==> src/rtl/hazard_ctrl_if.sv <==
// Hazard controller bundle: pipeline-side register/control info in, stall/flush/forward out.
interface hazard_ctrl_if;
  logic [4:0] rs_d;
  logic [4:0] rt_d;
  logic [4:0] rs_e;
  logic [4:0] rt_e;
  logic       mem_to_reg_e;
  logic       reg_write_m;
  logic [4:0] write_reg_m;
  logic       reg_write_w;
  logic [4:0] write_reg_w;
  logic       ctrl_d;
  logic       resolve_m;
  logic       taken_m;
  logic [1:0] forward_a_e;
  logic [1:0] forward_b_e;
  logic       stall_f;
  logic       stall_d;
  logic       flush_d;
  logic       flush_e;
  logic       resume;
  logic       timeout_err;

  // Pipeline side drives hazard inputs and consumes the enables
  modport master (
    output rs_d, rt_d, rs_e, rt_e, mem_to_reg_e,
    output reg_write_m, write_reg_m, reg_write_w, write_reg_w,
    output ctrl_d, resolve_m, taken_m,
    input  forward_a_e, forward_b_e, stall_f, stall_d, flush_d, flush_e,
    input  resume, timeout_err
  );

  // Controller side
  modport slave (
    input  rs_d, rt_d, rs_e, rt_e, mem_to_reg_e,
    input  reg_write_m, write_reg_m, reg_write_w, write_reg_w,
    input  ctrl_d, resolve_m, taken_m,
    output forward_a_e, forward_b_e, stall_f, stall_d, flush_d, flush_e,
    output resume, timeout_err
  );
endinterface

==> src/rtl/hazard_ctrl.sv <==
// Pipeline hazard controller: EX forwarding, load-use stall, control-flow wait/flush sequencing.
module hazard_ctrl #(
  parameter int unsigned MAX_WAIT = 4  // legal 2..15
) (
  input  logic         clk,
  input  logic         rst,
  hazard_ctrl_if.slave bus
);

  localparam int unsigned   CntW    = $clog2(MAX_WAIT + 1);
  localparam logic [CntW-1:0] CntLast = CntW'(MAX_WAIT - 1);
  localparam logic [CntW-1:0] CntMax  = {CntW{1'b1}};

  typedef enum logic [1:0] {StIdle, StWait, StFlush} state_e;

  state_e          r_state;
  state_e          w_state_nxt;
  logic [CntW-1:0] r_wait_cnt;
  logic            r_resume;
  logic            r_timeout_err;

  logic       w_lw_stall;
  logic       w_wait_exit;
  logic       w_timeout;
  logic [1:0] w_fwd_a;
  logic [1:0] w_fwd_b;

  // MEM result has priority over WB; register 0 is never forwarded
  function automatic logic [1:0] fwd_sel(input logic [4:0] src,
                                         input logic       rw_m,
                                         input logic [4:0] wr_m,
                                         input logic       rw_w,
                                         input logic [4:0] wr_w);
    if (rw_m && (wr_m != 5'd0) && (wr_m == src)) begin
      return 2'b10;
    end else if (rw_w && (wr_w != 5'd0) && (wr_w == src)) begin
      return 2'b01;
    end
    return 2'b00;
  endfunction

  // Forwarding selects and load-use detection, zero latency
  always_comb begin
    w_fwd_a    = fwd_sel(bus.rs_e, bus.reg_write_m, bus.write_reg_m,
                         bus.reg_write_w, bus.write_reg_w);
    w_fwd_b    = fwd_sel(bus.rt_e, bus.reg_write_m, bus.write_reg_m,
                         bus.reg_write_w, bus.write_reg_w);
    w_lw_stall = bus.mem_to_reg_e && (bus.rt_e != 5'd0) &&
                 ((bus.rt_e == bus.rs_d) || (bus.rt_e == bus.rt_d));
  end

  // WAIT exits on any resolve, or on the last allowed cycle without one
  always_comb begin
    w_timeout   = (r_state == StWait) && !bus.resolve_m && (r_wait_cnt == CntLast);
    w_wait_exit = (r_state == StWait) && (bus.resolve_m || (r_wait_cnt == CntLast));
  end

  // State register
  always_ff @(posedge clk or posedge rst) begin
    if (rst) begin
      r_state <= StIdle;
    end else begin
      r_state <= w_state_nxt;
    end
  end

  // Next-state logic; a load-use stall in IDLE defers ctrl_d to the next cycle
  always_comb begin
    w_state_nxt = r_state;
    unique case (r_state)
      StIdle: begin
        if (!w_lw_stall && bus.ctrl_d) begin
          w_state_nxt = StWait;
        end
      end
      StWait: begin
        if (bus.resolve_m) begin
          w_state_nxt = bus.taken_m ? StFlush : StIdle;
        end else if (r_wait_cnt == CntLast) begin
          w_state_nxt = StIdle;
        end
      end
      StFlush: w_state_nxt = StIdle;
      default: w_state_nxt = StIdle;
    endcase
  end

  // Wait counter (saturating), registered resume pulse, sticky timeout flag
  always_ff @(posedge clk or posedge rst) begin
    if (rst) begin
      r_wait_cnt    <= '0;
      r_resume      <= 1'b0;
      r_timeout_err <= 1'b0;
    end else begin
      if ((r_state == StIdle) && (w_state_nxt == StWait)) begin
        r_wait_cnt <= '0;
      end else if ((r_state == StWait) && (r_wait_cnt != CntMax)) begin
        r_wait_cnt <= r_wait_cnt + 1'b1;
      end
      r_resume <= w_wait_exit;
      if (w_timeout) begin
        r_timeout_err <= 1'b1;
      end
    end
  end

  // Output decode; every enable is forced low while reset is held
  always_comb begin
    bus.stall_f     = 1'b0;
    bus.stall_d     = 1'b0;
    bus.flush_d     = 1'b0;
    bus.flush_e     = 1'b0;
    bus.forward_a_e = 2'b00;
    bus.forward_b_e = 2'b00;
    bus.resume      = r_resume;
    bus.timeout_err = r_timeout_err;
    if (!rst) begin
      bus.forward_a_e = w_fwd_a;
      bus.forward_b_e = w_fwd_b;
      unique case (r_state)
        StIdle: begin
          bus.stall_f = w_lw_stall;
          bus.stall_d = w_lw_stall;
          bus.flush_e = w_lw_stall;
        end
        // Decode stalls itself while waiting, so only fetch is held here
        StWait:  bus.stall_f = 1'b1;
        StFlush: bus.flush_d = 1'b1;
        default: bus.stall_f = 1'b0;
      endcase
    end
  end

endmodule

==> src/flat_wrapper.sv <==
// flat-port wrapper written by rule: the top's interface ports become plain ports
module hazard_ctrl_flat 
#(
  parameter int unsigned MAX_WAIT = 4                
)
  (clk, rst, bus_rs_d, bus_rt_d, bus_rs_e, bus_rt_e, bus_mem_to_reg_e, bus_reg_write_m, bus_write_reg_m, bus_reg_write_w, bus_write_reg_w, bus_ctrl_d, bus_resolve_m, bus_taken_m, bus_forward_a_e, bus_forward_b_e, bus_stall_f, bus_stall_d, bus_flush_d, bus_flush_e, bus_resume, bus_timeout_err);
  hazard_ctrl_if bus_i ();
  input  logic clk;
  input  logic rst;
  input wire logic [$bits(bus_i.rs_d)-1:0] bus_rs_d;
  input wire logic [$bits(bus_i.rt_d)-1:0] bus_rt_d;
  input wire logic [$bits(bus_i.rs_e)-1:0] bus_rs_e;
  input wire logic [$bits(bus_i.rt_e)-1:0] bus_rt_e;
  input wire logic [$bits(bus_i.mem_to_reg_e)-1:0] bus_mem_to_reg_e;
  input wire logic [$bits(bus_i.reg_write_m)-1:0] bus_reg_write_m;
  input wire logic [$bits(bus_i.write_reg_m)-1:0] bus_write_reg_m;
  input wire logic [$bits(bus_i.reg_write_w)-1:0] bus_reg_write_w;
  input wire logic [$bits(bus_i.write_reg_w)-1:0] bus_write_reg_w;
  input wire logic [$bits(bus_i.ctrl_d)-1:0] bus_ctrl_d;
  input wire logic [$bits(bus_i.resolve_m)-1:0] bus_resolve_m;
  input wire logic [$bits(bus_i.taken_m)-1:0] bus_taken_m;
  output wire logic [$bits(bus_i.forward_a_e)-1:0] bus_forward_a_e;
  output wire logic [$bits(bus_i.forward_b_e)-1:0] bus_forward_b_e;
  output wire logic [$bits(bus_i.stall_f)-1:0] bus_stall_f;
  output wire logic [$bits(bus_i.stall_d)-1:0] bus_stall_d;
  output wire logic [$bits(bus_i.flush_d)-1:0] bus_flush_d;
  output wire logic [$bits(bus_i.flush_e)-1:0] bus_flush_e;
  output wire logic [$bits(bus_i.resume)-1:0] bus_resume;
  output wire logic [$bits(bus_i.timeout_err)-1:0] bus_timeout_err;
  assign bus_i.rs_d = bus_rs_d;
  assign bus_i.rt_d = bus_rt_d;
  assign bus_i.rs_e = bus_rs_e;
  assign bus_i.rt_e = bus_rt_e;
  assign bus_i.mem_to_reg_e = bus_mem_to_reg_e;
  assign bus_i.reg_write_m = bus_reg_write_m;
  assign bus_i.write_reg_m = bus_write_reg_m;
  assign bus_i.reg_write_w = bus_reg_write_w;
  assign bus_i.write_reg_w = bus_write_reg_w;
  assign bus_i.ctrl_d = bus_ctrl_d;
  assign bus_i.resolve_m = bus_resolve_m;
  assign bus_i.taken_m = bus_taken_m;
  assign bus_forward_a_e = bus_i.forward_a_e;
  assign bus_forward_b_e = bus_i.forward_b_e;
  assign bus_stall_f = bus_i.stall_f;
  assign bus_stall_d = bus_i.stall_d;
  assign bus_flush_d = bus_i.flush_d;
  assign bus_flush_e = bus_i.flush_e;
  assign bus_resume = bus_i.resume;
  assign bus_timeout_err = bus_i.timeout_err;
  hazard_ctrl #(.MAX_WAIT(MAX_WAIT)) u_core (.clk(clk), .rst(rst), .bus(bus_i));
endmodule
==> config.mk <==
export PLATFORM = sky130hd
export DESIGN_NAME = hazard_ctrl_flat
export DESIGN_NICKNAME = d
export VERILOG_FILES = /design/src/rtl/hazard_ctrl_if.sv /design/src/rtl/hazard_ctrl.sv /design/src/flat_wrapper.sv
export SDC_FILE = /design/constraint.sdc
export NUM_CORES = 1
export LEC_CHECK = 0
export CORE_MARGIN = 2
export CORE_UTILIZATION = 30
export CTS_BUF_LIST = sky130_fd_sc_hd__clkbuf_4
export CTS_CLUSTER_SIZE = 14
export DETAILED_ROUTE_END_ITERATION = 8
export GPL_TIMING_DRIVEN = 0
export PLACE_DENSITY_LB_ADDON = 0.08
export SLEW_MARGIN = 20
export SYNTH_ARGS = -nofsm -noshare
export SYNTH_HDL_FRONTEND = slang
export SYNTH_SLANG_ARGS = --single-unit
==> constraint.sdc <==
create_clock -name clk -period 2.2 [get_ports clk]
set_input_delay 0.55 -clock clk [delete_from_list [all_inputs] [get_ports clk]]
set_output_delay 0.55 -clock clk [all_outputs]
set_load 0.005 [all_outputs]
## Word-level counts from Yosys, hierarchy flattened

Index checks and enable logic that the tools add are counted.
Widths: inputs -> output; s select.

| word-level totals | value |
|---|---|
| flip-flop bits (word level) | 7 |
| latch bits | 0 |
| memory bits (writable) | 0 |
| bits in read-only memories | 0 |
| memories kept | 0 |

| operators by class | value |
|---|---|
| add/subtract/negate cells | 1 |
| multiply operators | 0 |
| div/mod/pow operators | 0 |
| magnitude comparators | 0 |
| equal/unequal tests | 11 |
| shift operators | 0 |
| muxes and demuxes | 25 |
| bitwise logic cells | 0 |
| reductions and logical operators | 23 |

Operator list:

| cell | count |
|---|---|
| $eq 5x5->1 | 6 |
| $mux 2 | 12 |
| $reduce_bool 5->1 | 3 |
| $logic_and 1x1->1 | 14 |
| $mux 1 | 9 |
| $mux 3 | 2 |
| $eq 2x1->1 const B | 2 |
| $pmux 2 s2 | 1 |
| $add 3x1->3 const B | 1 |
| $eq 3x2->1 const B | 1 |
| $ne 3x3->1 const B | 1 |
| $eq 2x2->1 const B | 1 |
| $logic_not 1->1 | 2 |
| $logic_not 2->1 | 1 |
| $logic_or 1x1->1 | 2 |
| $pmux 1 s2 | 1 |
| $reduce_bool 2->1 | 1 |

## Logic depth before layout (Yosys ltp)

Gate-level depths: netlist of the first run.

| depth | value |
|---|---|
| depth in word-level cells | 10 |
| mapped depth | 6 |

## Worst setup path after synthesis of the first run

OpenSTA, ideal clock, no wires.

| timing | value |
|---|---|
| kind | in2out |
| start point | in bus_rt_e[2] |
| end point | out bus_stall_d |
| arrival | 1.656 ns |
| slack | -0.006 ns |
| stages | 6 |
| path buffers | 2 |
| cells stage by stage | buf_2 > or4_1 > o21a_1 > nand2_1 > nor2_1 > buf_4 |

| on the way | value |
|---|---|
| longest elaborated chain between the ends | 5 |
| elaborated cells on any way between the ends | 8 |

Ends and longest elaborated chain:

| item | RTL line | source |
|---|---|---|
| from (decl) | flat_wrapper.sv:13 | `input wire logic [$bits(bus_i.rt_e)-1:0] bus_rt_e;` |
| $eq 5x5->1 / $reduce_bool 5->1 (equally long branches) | hazard_ctrl.sv:49, hazard_ctrl.sv:48 |  |
| $logic_or 1x1->1 / $logic_and 1x1->1 (equally long branches) | hazard_ctrl.sv:49, hazard_ctrl.sv:48 |  |
| $logic_and 1x1->1 * | hazard_ctrl.sv:48 | `w_lw_stall = bus.mem_to_reg_e && (bus.rt_e != 5'd0) &&` |
| $mux 1 * (2 in series) | n/a |  |
| to (decl) | flat_wrapper.sv:25 | `output wire logic [$bits(bus_i.stall_d)-1:0] bus_stall_d;` |

Every way passes the cells marked *; elsewhere a longest branch is shown, timed or not.

## Worst setup path in the final report of the first run

| timing | value |
|---|---|
| start point | in bus_write_reg_m[2] |
| end point | out bus_forward_b_e[0] |

| on the way | value |
|---|---|
| longest elaborated chain between the ends | 6 |
| elaborated cells on any way between the ends | 8 |

Ends and longest elaborated chain:

| item | RTL line | source |
|---|---|---|
| from (decl) | flat_wrapper.sv:16 | `input wire logic [$bits(bus_i.write_reg_m)-1:0] bus_write_reg_m;` |
| $reduce_bool 5->1 | hazard_ctrl.sv:34 | `if (rw_m && (wr_m != 5'd0) && (wr_m == src)) begin` |
| $logic_and 1x1->1 | hazard_ctrl.sv:34 |  |
| $logic_and 1x1->1 * | hazard_ctrl.sv:34 |  |
| $mux 2 / $mux 1 (equally long branches) | hazard_ctrl.sv:34 |  |
| $mux 2 * | hazard_ctrl.sv:39 | `return 2'b00;` |
| $mux 2 * | hazard_ctrl.sv:117 | `if (!rst) begin` |
| to (decl) | flat_wrapper.sv:23 | `output wire logic [$bits(bus_i.forward_b_e)-1:0] bus_forward_b_e;` |

Marks and branches as above.

==> results of run 1 <==
power breakdown:
part           internal, W  leakage, nW  switching, W
logic             0.000223        0.556      0.000173
clock network    0.0000814       0.0184     0.0000450
registers         0.000176       0.0900     0.0000383
synthesized netlist by cell type:
cell type  count  area (um2)
buf_4          1       7.510
nor3_1         6       30.03
or2_2          1       6.260
a211oi_1       2       15.01
nor2_1         7       26.28
nand2b_1       1       6.260
a22oi_1        1       7.510
nor3b_1        2       15.01
or4_1          4       30.03
ha_1           3       37.54
nor4_2         1       12.51
mux2i_1        2       20.02
o2bb2ai_1      1       8.760
nor2b_1        2       12.51
and3_1         1       6.260
xnor2_1       13       113.9
nand2_1        6       22.52
dfrtp_1        7       175.2
o211ai_1       1       7.510
o21ai_0        3       15.01
buf_6          1       11.26
inv_1          3       11.26
nand3_1        3       15.01
o21a_1         1       7.510
buf_2          4       20.02
a21o_1         1       7.510
nor3_2         1       10.01
nor4_1         2       12.51
o21ai_2        1       8.760
a31o_2         1       8.760
xor2_1        18       157.7
flip-flops by register name (all words and copies together) (netlist names):
name and flops:
u_core.bus.timeout_err 1, u_core.r_state 2, u_core.bus.resume 1, u_core.r_wait_cnt 3
worst max-delay path, stage by stage:
cell and delay [ns]:
buf_2 0.13, or4_4 0.49, o21ai_4 0.17, buf_4 0.12, nor3_1 0.04, nor3_1 0.17, buf_2 0.15
cell type report:
| cell class | count | area (um2) |
|---|---|---|
| Sequential cell | 7 | 175.2 |
| Inverter | 3 | 13.76 |
| Timing Repair Buffer | 57 | 452.9 |
| Buffer | 6 | 63.81 |
| Fill cell | 276 | 1271 |
| Multi-Input combinational cell | 85 | 664.4 |
| Clock buffer | 4 | 30.03 |
| Tap cell | 31 | 38.79 |
what timing repair did:
item	in CTS	in global routing
setup endpoints to repair	8	7
hold buffers	0	0
gates resized for setup	119	3
setup buffers	10	5
pin swaps	23	4
final timing paths:
check | startpoint | to
min in group clk | u_core.bus.timeout_err | u_core.bus.timeout_err
max in group asynchronous | rst | u_core.r_state[0]
setup reg to reg | u_core.r_wait_cnt[0] | u_core.r_wait_cnt[2]
setup / recovery | bus_write_reg_m[2] | bus_forward_b_e[0]
hold / removal | rst | u_core.r_wait_cnt[2]
hold reg to reg | u_core.bus.timeout_err | u_core.bus.timeout_err
metal layers:
metal / wire, um / part of all wire, % / vias up / track usage, %
met1: 1020 / 41 / 462 / 17.99
met4: 7 / 0.28 / 0 / 3.987
met2: 1372 / 55 / 30 / 30.54
met5: 0 / 0 / - / 0
li1: - / - / 465 / -
met3: 99 / 4.0 / 2 / 1.361
metrics by stage:
stage / total power, W / hold slack [ns]
after global placement: 0.0005823 / 0.4708
after CTS: 0.0007353 / 0.3415
after floorplan: 0.0004286 / 0.3616
after detailed placement: 0.0005920 / 0.4612
after global routing: 0.0008048 / 0.3414
final: 0.0007363 / 0.3386
cell families after synthesis:
group                    after synthesis  share of synthesized area, %
AO/OA/AOI/OAI                         12                         10.21
adder cells (fa/ha/maj)                3                         4.438
flip-flops                             7                         20.71
buffers and inverters                  9                         5.917
multiplexers                           2                         2.367
XOR/XNOR                              31                         32.10
AND/OR/NAND/NOR                       37                         24.26
==> impl_results.md, run 1 <==
- Pwr dens: 511.7 nW/um2
- Most frequent cells in the layout: xor2_1, buf_2, buf_4, dlygate4sd2_1, xnor2_1
- Placed Cells: 174
- Vias in the first global route: 973
- Synth-to-Final Area Change: 70.12%
- DR WL/cell: 12.95 um
- Total global-route track usage: 15.63%
- Area post-placement: 1305 um2
- Design area: 1439 um2
- Hold/Removal Path Class: in2async
- Die area: 3260 um2
- First-pass GRT wire length: 4133 um
- Unrepaired setup endpoints after global routing: yes
- Clock Sinks: 7
- Maxcap violations: 0
- Tcrit/Tclk final: 107.9%
- Max Slew Vio Count: 0
- VDD IR-drop max: 0.0005310 V
- Port buffer count: 42
- Final cell count without fillers: 193
- WP data arrival: 1.82 ns
- Final setup viols: 4
- Startpoint type of the worst setup path: primary input
- Outcome: finished with violations
- Average size of a mapped cell: 8.374 um2
- Max-slew headroom: 61.12%
- Worst setup EP type: output pin
- Hold Fails Final Rpt: 0
- Core area: 2710 um2
- Yosys warning count: 0
- Worst-Skew Late Latency: 0.25 ns
- Synthesized netlist cell count: 101
- DRT Pass-1 Iters: 6
- Die Wd: 57.10 um
- Final net count: 204
- Root buf cell: clkbuf_4
- CTS tree: built
- Drt total wl: 2500 um
- Initial antenna violation count: 0
- Worst-Margin Slew: 0.5820 ns
- Fin crit period: 2.373 ns
- DRT iter0 DRCs: 14
- Post-Route Setup TNS: -0.4793 ns
- Yosys reg bits: 7
- Share of cells above drive strength 1: 35.80%
- Detail Route Antenna Nets: 0
- CP Class: in2out
- Fmax: 0.4214 GHz
- Row cnt: 19
- Reg-to-reg slack, setup: 0.29 ns
- Post-Syn Area: 845.8 um2
- Reg2reg path depth: 6
- DRC viols: 0
- Gpl congestion: 0.7761
- Fin Clk Skew: 0.003937 ns
- Final worst slack: -0.1732 ns
- # diodes: 0
- Vias/cell: 4.969
- GRT overflow: 0
- Failing checks: negative setup slack
- Commonest non-fill, non-tap cell in the layout: xor2_1
- CTS Buf Count: 3
- H-Tree Depth: 1
- Pre-CTS WS: -1.244 ns
- Largest net degree at the start of global routing: 9
- Worst-path maximum fanout: 3
- Util after Layout: 53.09%
- Ports: 48
- Critical path required time: 1.65 ns
- Leak: 0.6646 nW
- Post-synth cell types: 31
- Clock-pin transition on the worst setup and hold timing paths: 0.05 ns
- Initial core utilization: 31.21%
- Max clock buf depth: 2
- Syn Nets: 142
- Die H: 57.10 um
- Vias: 959
- Register area share after synthesis: 20.71%
- Post-DP HPWL: 1966 um
Note: power is estimated with default switching activity, not from simulation.
==> run 2: changes to the inputs <==
--- a/config.mk
+++ b/config.mk
@@ -5,8 +5,10 @@
 export SDC_FILE = /design/constraint.sdc
 export NUM_CORES = 1
 export LEC_CHECK = 0
+export CELL_PAD_IN_SITES_DETAIL_PLACEMENT = 1
+export CELL_PAD_IN_SITES_GLOBAL_PLACEMENT = 1
 export CORE_MARGIN = 2
-export CORE_UTILIZATION = 30
+export CORE_UTILIZATION = 24
 export CTS_BUF_LIST = sky130_fd_sc_hd__clkbuf_4
 export CTS_CLUSTER_SIZE = 14
 export DETAILED_ROUTE_END_ITERATION = 8
==> run 2 against run 1 <==
Against the previous run:
- the flow still finishes with violations (negative setup slack)
- cell count increased by 5.7%
- hold slack gained 0.011 ns
- total power decreased by 0.15%
- wire length grew 13%
- critical path depth is the same
- fmax is 1.8% higher
- non-clock buffer count shrank 4
==> impl_results.md, run 2 (synthesis results as in run 1) <==
- Initial antenna violation count: 0
- Final worst slack: -0.1303 ns
- Hold_buf cts: 0
- Power Total: 0.0007352 W
- Fillcell total: 437
- Clock-pin transition on the worst setup and hold timing paths: 0.05 ns
- Final setup viols: 5
- Hold Fails Final Rpt: 0
- Worst-Margin Slew: 0.5779 ns
- Critical-path top delay cell: or4_4
- Delay-heaviest family, CP: simple AND/OR/NAND/NOR gates
- Final net count: 200
- Gpl congestion: 0.6924
- CTS tree: built
- Row cnt: 21
- Most frequent cells in the layout: xor2_1, buf_2, xnor2_1, dlygate4sd2_1, buf_4
- Unrepaired setup endpoints after global routing: yes
- Vias/cell: 4.559
- Worst-Skew Late Latency: 0.25 ns
- DRC viols: 0
- Worst setup EP type: output pin
- Max-slew headroom: 61.39%
- Commonest non-fill, non-tap cell in the layout: xor2_1
- Most flop-heavy register: u_core.r_wait_cnt
- Worst-path maximum fanout: 3
- Port buffer count: 42
- Clock Sinks: 7
- DRT iter0 DRCs: 16
- Cell breakdown of the critical path: buf_8 > or4_4 > o21ai_4 > buf_6 > nor3_2 > nor4_2 > buf_2
- Die Wd: 63.37 um
- Pre-CTS WS: -1.210 ns
- Max Slew Vio Count: 0
- CP Class: in2out
- Share of cells above drive strength 1: 34.81%
- # diodes: 0
- Max clock buf depth: 2
- Initial core utilization: 25.15%
- Root buf cell: clkbuf_4
- Largest registers: u_core.r_wait_cnt (3), u_core.r_state (2)
- Die H: 63.37 um
- Startpoint type of the worst setup path: primary input
- Fmax: 0.4291 GHz
- Outcome: finished with violations
- Max reg flops: 3
- Pwr dens: 507.9 nW/um2
- Area of the multi-input gates: 673.1 um2
- Core area: 3363 um2
- Largest net degree at the start of global routing: 9
- Leak: 0.6500 nW
- CTS Buf Count: 3
- GRT overflow: 0
- First-pass GRT wire length: 4781 um
- Worst hold slack: 0.3494 ns
- Failing checks: negative setup slack
- Hold/Removal Path Class: in2async
- Critical path required time: 1.65 ns
- Drt total wl: 2817 um
- Post-Route Setup TNS: -0.4461 ns
- VDD IR-drop max: 0.0001445 V
- Total global-route track usage: 15.00%
- CP bufs+invs: 3
- DRT Pass-1 Iters: 3
- Vias: 930
- Detail Route Antenna Nets: 0
- Tcrit/Tclk final: 105.9%
- WP data arrival: 1.78 ns
- Ports: 48
- Die area: 4015 um2
- Maxcap violations: 0
- Max incr delay on CP: 0.53 ns
- Fin crit period: 2.330 ns
- H-Tree Depth: 1
- Synth-to-Final Area Change: 71.15%
- Sequential Area: 175.2 um2
- Vias in the first global route: 1094
- DR WL/cell: 13.81 um
- Post-DP HPWL: 2285 um
- Fin Clk Skew: 0.003190 ns
-- run 2: changes by cell type in the layout (fill, tap and decap cells not counted), sizes merged --
cell | previous run | this run
clkdlybuf4s50 | 7 | 8
dlygate4sd2 | 15 | 13
dlymetal6s2s | 0 | 1
buf | 40 | 36
-- run 2: path summary, 6_finish.rpt --
kind	slack, ns	from	endpoint	depth (start not counted)
max in group asynchronous	1.73	rst	u_core.r_state[0]	3
min	0.35	rst	u_core.r_wait_cnt[2]	3
min in group clk	0.46	u_core.bus.timeout_err	u_core.bus.timeout_err	1
min reg2reg	0.46	u_core.bus.timeout_err	u_core.bus.timeout_err	1
max reg2reg	0.29	u_core.r_wait_cnt[0]	u_core.r_wait_cnt[2]	6
max	-0.13	bus_write_reg_m[2]	bus_forward_a_e[0]	7
-- run 2: final cells by class --
| type | instances | share of cell area, % |
|---|---|---|
| clock buffer | 4 | 2.074 |
| sequential | 7 | 12.10 |
| timing repair buffer | 53 | 29.99 |
| tap | 46 | 3.976 |
| buffer | 6 | 4.408 |
| inverter | 3 | 0.9507 |
| multi-input combinational | 85 | 46.50 |
-- run 2: power breakdown --
group	internal, W	total (W)	switching, W
logic	0.000219	0.000392	0.000173
registers	0.000175	0.000216	0.0000408
clock network	0.0000814	0.000127	0.0000458
total	0.000476	0.000735	0.000260
-- run 2: worst min-delay path, stage by stage --
cell	delay [ns]
buf_2	0.16
inv_4	0.07
buf_4	0.15
-- run 2: routing by layer --
| layer | GRT usage, % | vias to the layer above | share of wire [%] | routed length [um] |
|---|---|---|---|---|
| li1 | - | 460 | - | - |
| met1 | 14.33 | 442 | 35 | 986 |
| met2 | 30.39 | 24 | 59 | 1653 |
| met3 | 2.143 | 4 | 4.8 | 136 |
| met4 | 7.337 | 0 | 1.4 | 40 |
| met5 | 0 | - | 0 | 0 |
-- run 2: through the flow --
step | cell area (um2) | cells | utilization [%]
floorplan | 845.8 | 101 | -
global placement | 1324 | 189 | 39.36
detailed placement | 1324 | 189 | 39.36
CTS | 1420 | 204 | 42.22
global route | 1448 | 204 | 43.04
finish | 1448 | 204 | 43.04
-- run 2: timing repair --
item | in CTS | in global routing
gates resized for setup | 120 | 5
pin swaps | 22 | 6
setup buffers | 11 | 0
setup endpoints to repair | 8 | 7
==> run 3: changes to the inputs <==
--- a/config.mk
+++ b/config.mk
@@ -8,12 +8,12 @@
 export CELL_PAD_IN_SITES_DETAIL_PLACEMENT = 1
 export CELL_PAD_IN_SITES_GLOBAL_PLACEMENT = 1
 export CORE_MARGIN = 2
-export CORE_UTILIZATION = 24
+export CORE_UTILIZATION = 29
 export CTS_BUF_LIST = sky130_fd_sc_hd__clkbuf_4
 export CTS_CLUSTER_SIZE = 14
 export DETAILED_ROUTE_END_ITERATION = 8
 export GPL_TIMING_DRIVEN = 0
-export PLACE_DENSITY_LB_ADDON = 0.08
+export PLACE_DENSITY_LB_ADDON = 0.1
 export SLEW_MARGIN = 20
 export SYNTH_ARGS = -nofsm -noshare
 export SYNTH_HDL_FRONTEND = slang
==> constraint.sdc (replaced) <==
create_clock -name clk -period 2.8 [get_ports clk]
set_input_delay 0.7 -clock clk [delete_from_list [all_inputs] [get_ports clk]]
set_output_delay 0.7 -clock clk [all_outputs]
set_load 0.005 [all_outputs]
==> run 3 against run 2 <==
Against the previous run:
- the run now ends clean
- critical path depth did not move
- combinational power is 20% lower
- setup slack improved by 0.20 ns
- hold slack gained 0.011 ns
- global-route usage grew 1.8 points
- non-clock buffer count is 2 higher
- clock power shrank 13%
- first-iteration DRC count fell by 50%
- cell count down 6.4%
==> impl_results.md, run 3 (synthesis results as in run 1) <==
- Vias: 950
- CTS Buf Count: 3
- Worst setup EP type: output pin
- Initial antenna violation count: 0
- Detail Route Antenna Nets: 0
- Die Wd: 58.01 um
- Final setup viols: 0
- Clock Sinks: 7
- Worst-Margin Slew: 0.5726 ns
- Worst hold slack: 0.3607 ns
- Crit path launch: bus_write_reg_m[0]
- WL met3: 151 um
- Worst-path maximum fanout: 3
- Final cell count without fillers: 191
- GRT overflow: 0
- H-Tree Depth: 1
- Core area: 2758 um2
- R2R Path End: u_core.r_wait_cnt[2]
- Post-DP HPWL: 2156 um
- Unrepaired setup endpoints after global routing: no
- Top Layer Used: met4
- Fmax: 0.3658 GHz
- Routed met2 length: 1512 um
- Final net count: 202
- Maxcap violations: 0
- VDD IR-drop max: 0.0003398 V
- Worst-Skew Late Latency: 0.27 ns
- DRT iter0 DRCs: 8
- Most frequent cells in the layout: xor2_1, xnor2_1, buf_4
- Power Total: 0.0005924 W
- Pre-CTS WS: -0.8923 ns
- Fin crit period: 2.733 ns
- First-pass GRT wire length: 4291 um
- Die H: 58.01 um
- Most flop-heavy register: u_core.r_wait_cnt
- # diodes: 0
- Vias in the first global route: 1045
- Max clock buf depth: 2
- Largest net degree at the start of global routing: 9
- Commonest non-fill, non-tap cell in the layout: xor2_1
- WP data arrival: 2.03 ns
- Outcome: complete, no violations
- Gpl congestion: 0.7179
- Initial core utilization: 30.67%
- Share of cells above drive strength 1: 31.25%
- Max-slew headroom: 61.74%
- Startpoint type of the worst setup path: primary input
- Leak: 0.7135 nW
- Pwr dens: 411.0 nW/um2
- Row cnt: 19
- Reg-to-reg slack, setup: 0.87 ns
- Max reg flops: 3
- Reg2reg start: u_core.r_wait_cnt[0]
- Clock-pin transition on the worst setup and hold timing paths: 0.05 ns
- Ports: 48
- Hold Fails Final Rpt: 0
- Max Slew Vio Count: 0
- Root buf cell: clkbuf_4
- Critical path required time: 2.10 ns
- Die area: 3365 um2
- Vias/cell: 4.974
- DRC viols: 0
- Placed Cells: 174
- DRT met1 WL: 1016 um
- Hold/Removal Path Class: in2async
- Tcrit/Tclk final: 97.62%
- CTS tree: built
- Port buffer count: 42
- Hold_buf cts: 0
- Final worst slack: 0.06656 ns
- Largest registers: u_core.r_wait_cnt (3), u_core.r_state (2)
- CP Class: in2out
- DRT Pass-1 Iters: 4
- Fin Clk Skew: 0.0004599 ns
- Total global-route track usage: 16.80%
- Drt total wl: 2745 um
- DR WL/cell: 14.37 um
- Synth-to-Final Area Change: 70.41%
- Reg2reg path depth: 6
==> run 3: per-stage QoR <==
stage | util, % | setup TNS, ns | area (um2)
after floorplan | - | 0 | 845.8
after CTS | 50.54 | -0.1021 | 1394
final | 52.27 | 0 | 1441
after global routing | 52.27 | 0 | 1441
after detailed placement | 47.32 | -3.644 | 1305
after global placement | 47.32 | -3.469 | 1305
==> run 3: timing repair <==
action	in CTS	in global routing
gates cloned	0	0
endpoints found under the setup margin	7	6
pin swaps	10	15
buffers inserted	8	5
resized for setup	46	34
==> run 3: worst max-delay path by stage <==
stage | slack (ns) | endpoint
final | 0.07 | bus_forward_b_e[0]
after global placement | -0.87 | bus_forward_a_e[0]
after detailed placement | -0.89 | bus_forward_a_e[0]
after CTS | -0.10 | bus_forward_a_e[0]
after global routing | 0.01 | bus_forward_b_e[0]
after floorplan | 0.29 | bus_stall_d
==> run 3: final cells by class <==
| type | instances | area (um2) |
|---|---|---|
| flip-flops and latches | 7 | 175.2 |
| multi-input cells | 85 | 663.1 |
| well taps | 31 | 38.79 |
| clock buffers | 4 | 30.03 |
| inverters | 3 | 13.76 |
| fillers | 345 | 1316 |
| plain buffers | 6 | 45.04 |
| repair buffers | 55 | 475.5 |
==> run 3: power breakdown <==
part / switching (W) / leakage, nW / internal [W] / total [W]
sequential: 0.0000320 / 0.0900 / 0.000138 / 0.000170
combinational: 0.000140 / 0.605 / 0.000173 / 0.000313
clock: 0.0000450 / 0.0184 / 0.0000646 / 0.000110
==> run 3: critical path, stage by stage <==
cell	delay, ns
clkdlybuf4s15_1	0.23
or4_4	0.45
o21ai_4	0.16
buf_4	0.13
nor3_1	0.05
nor3_1	0.18
buf_2	0.15
==> run 3: layer usage <==
layer	vias to the layer above	global-route usage, %
li1	464	-
met1	451	15.83
met2	29	33.60
met3	6	3.125
met4	0	8.638
met5	-	0
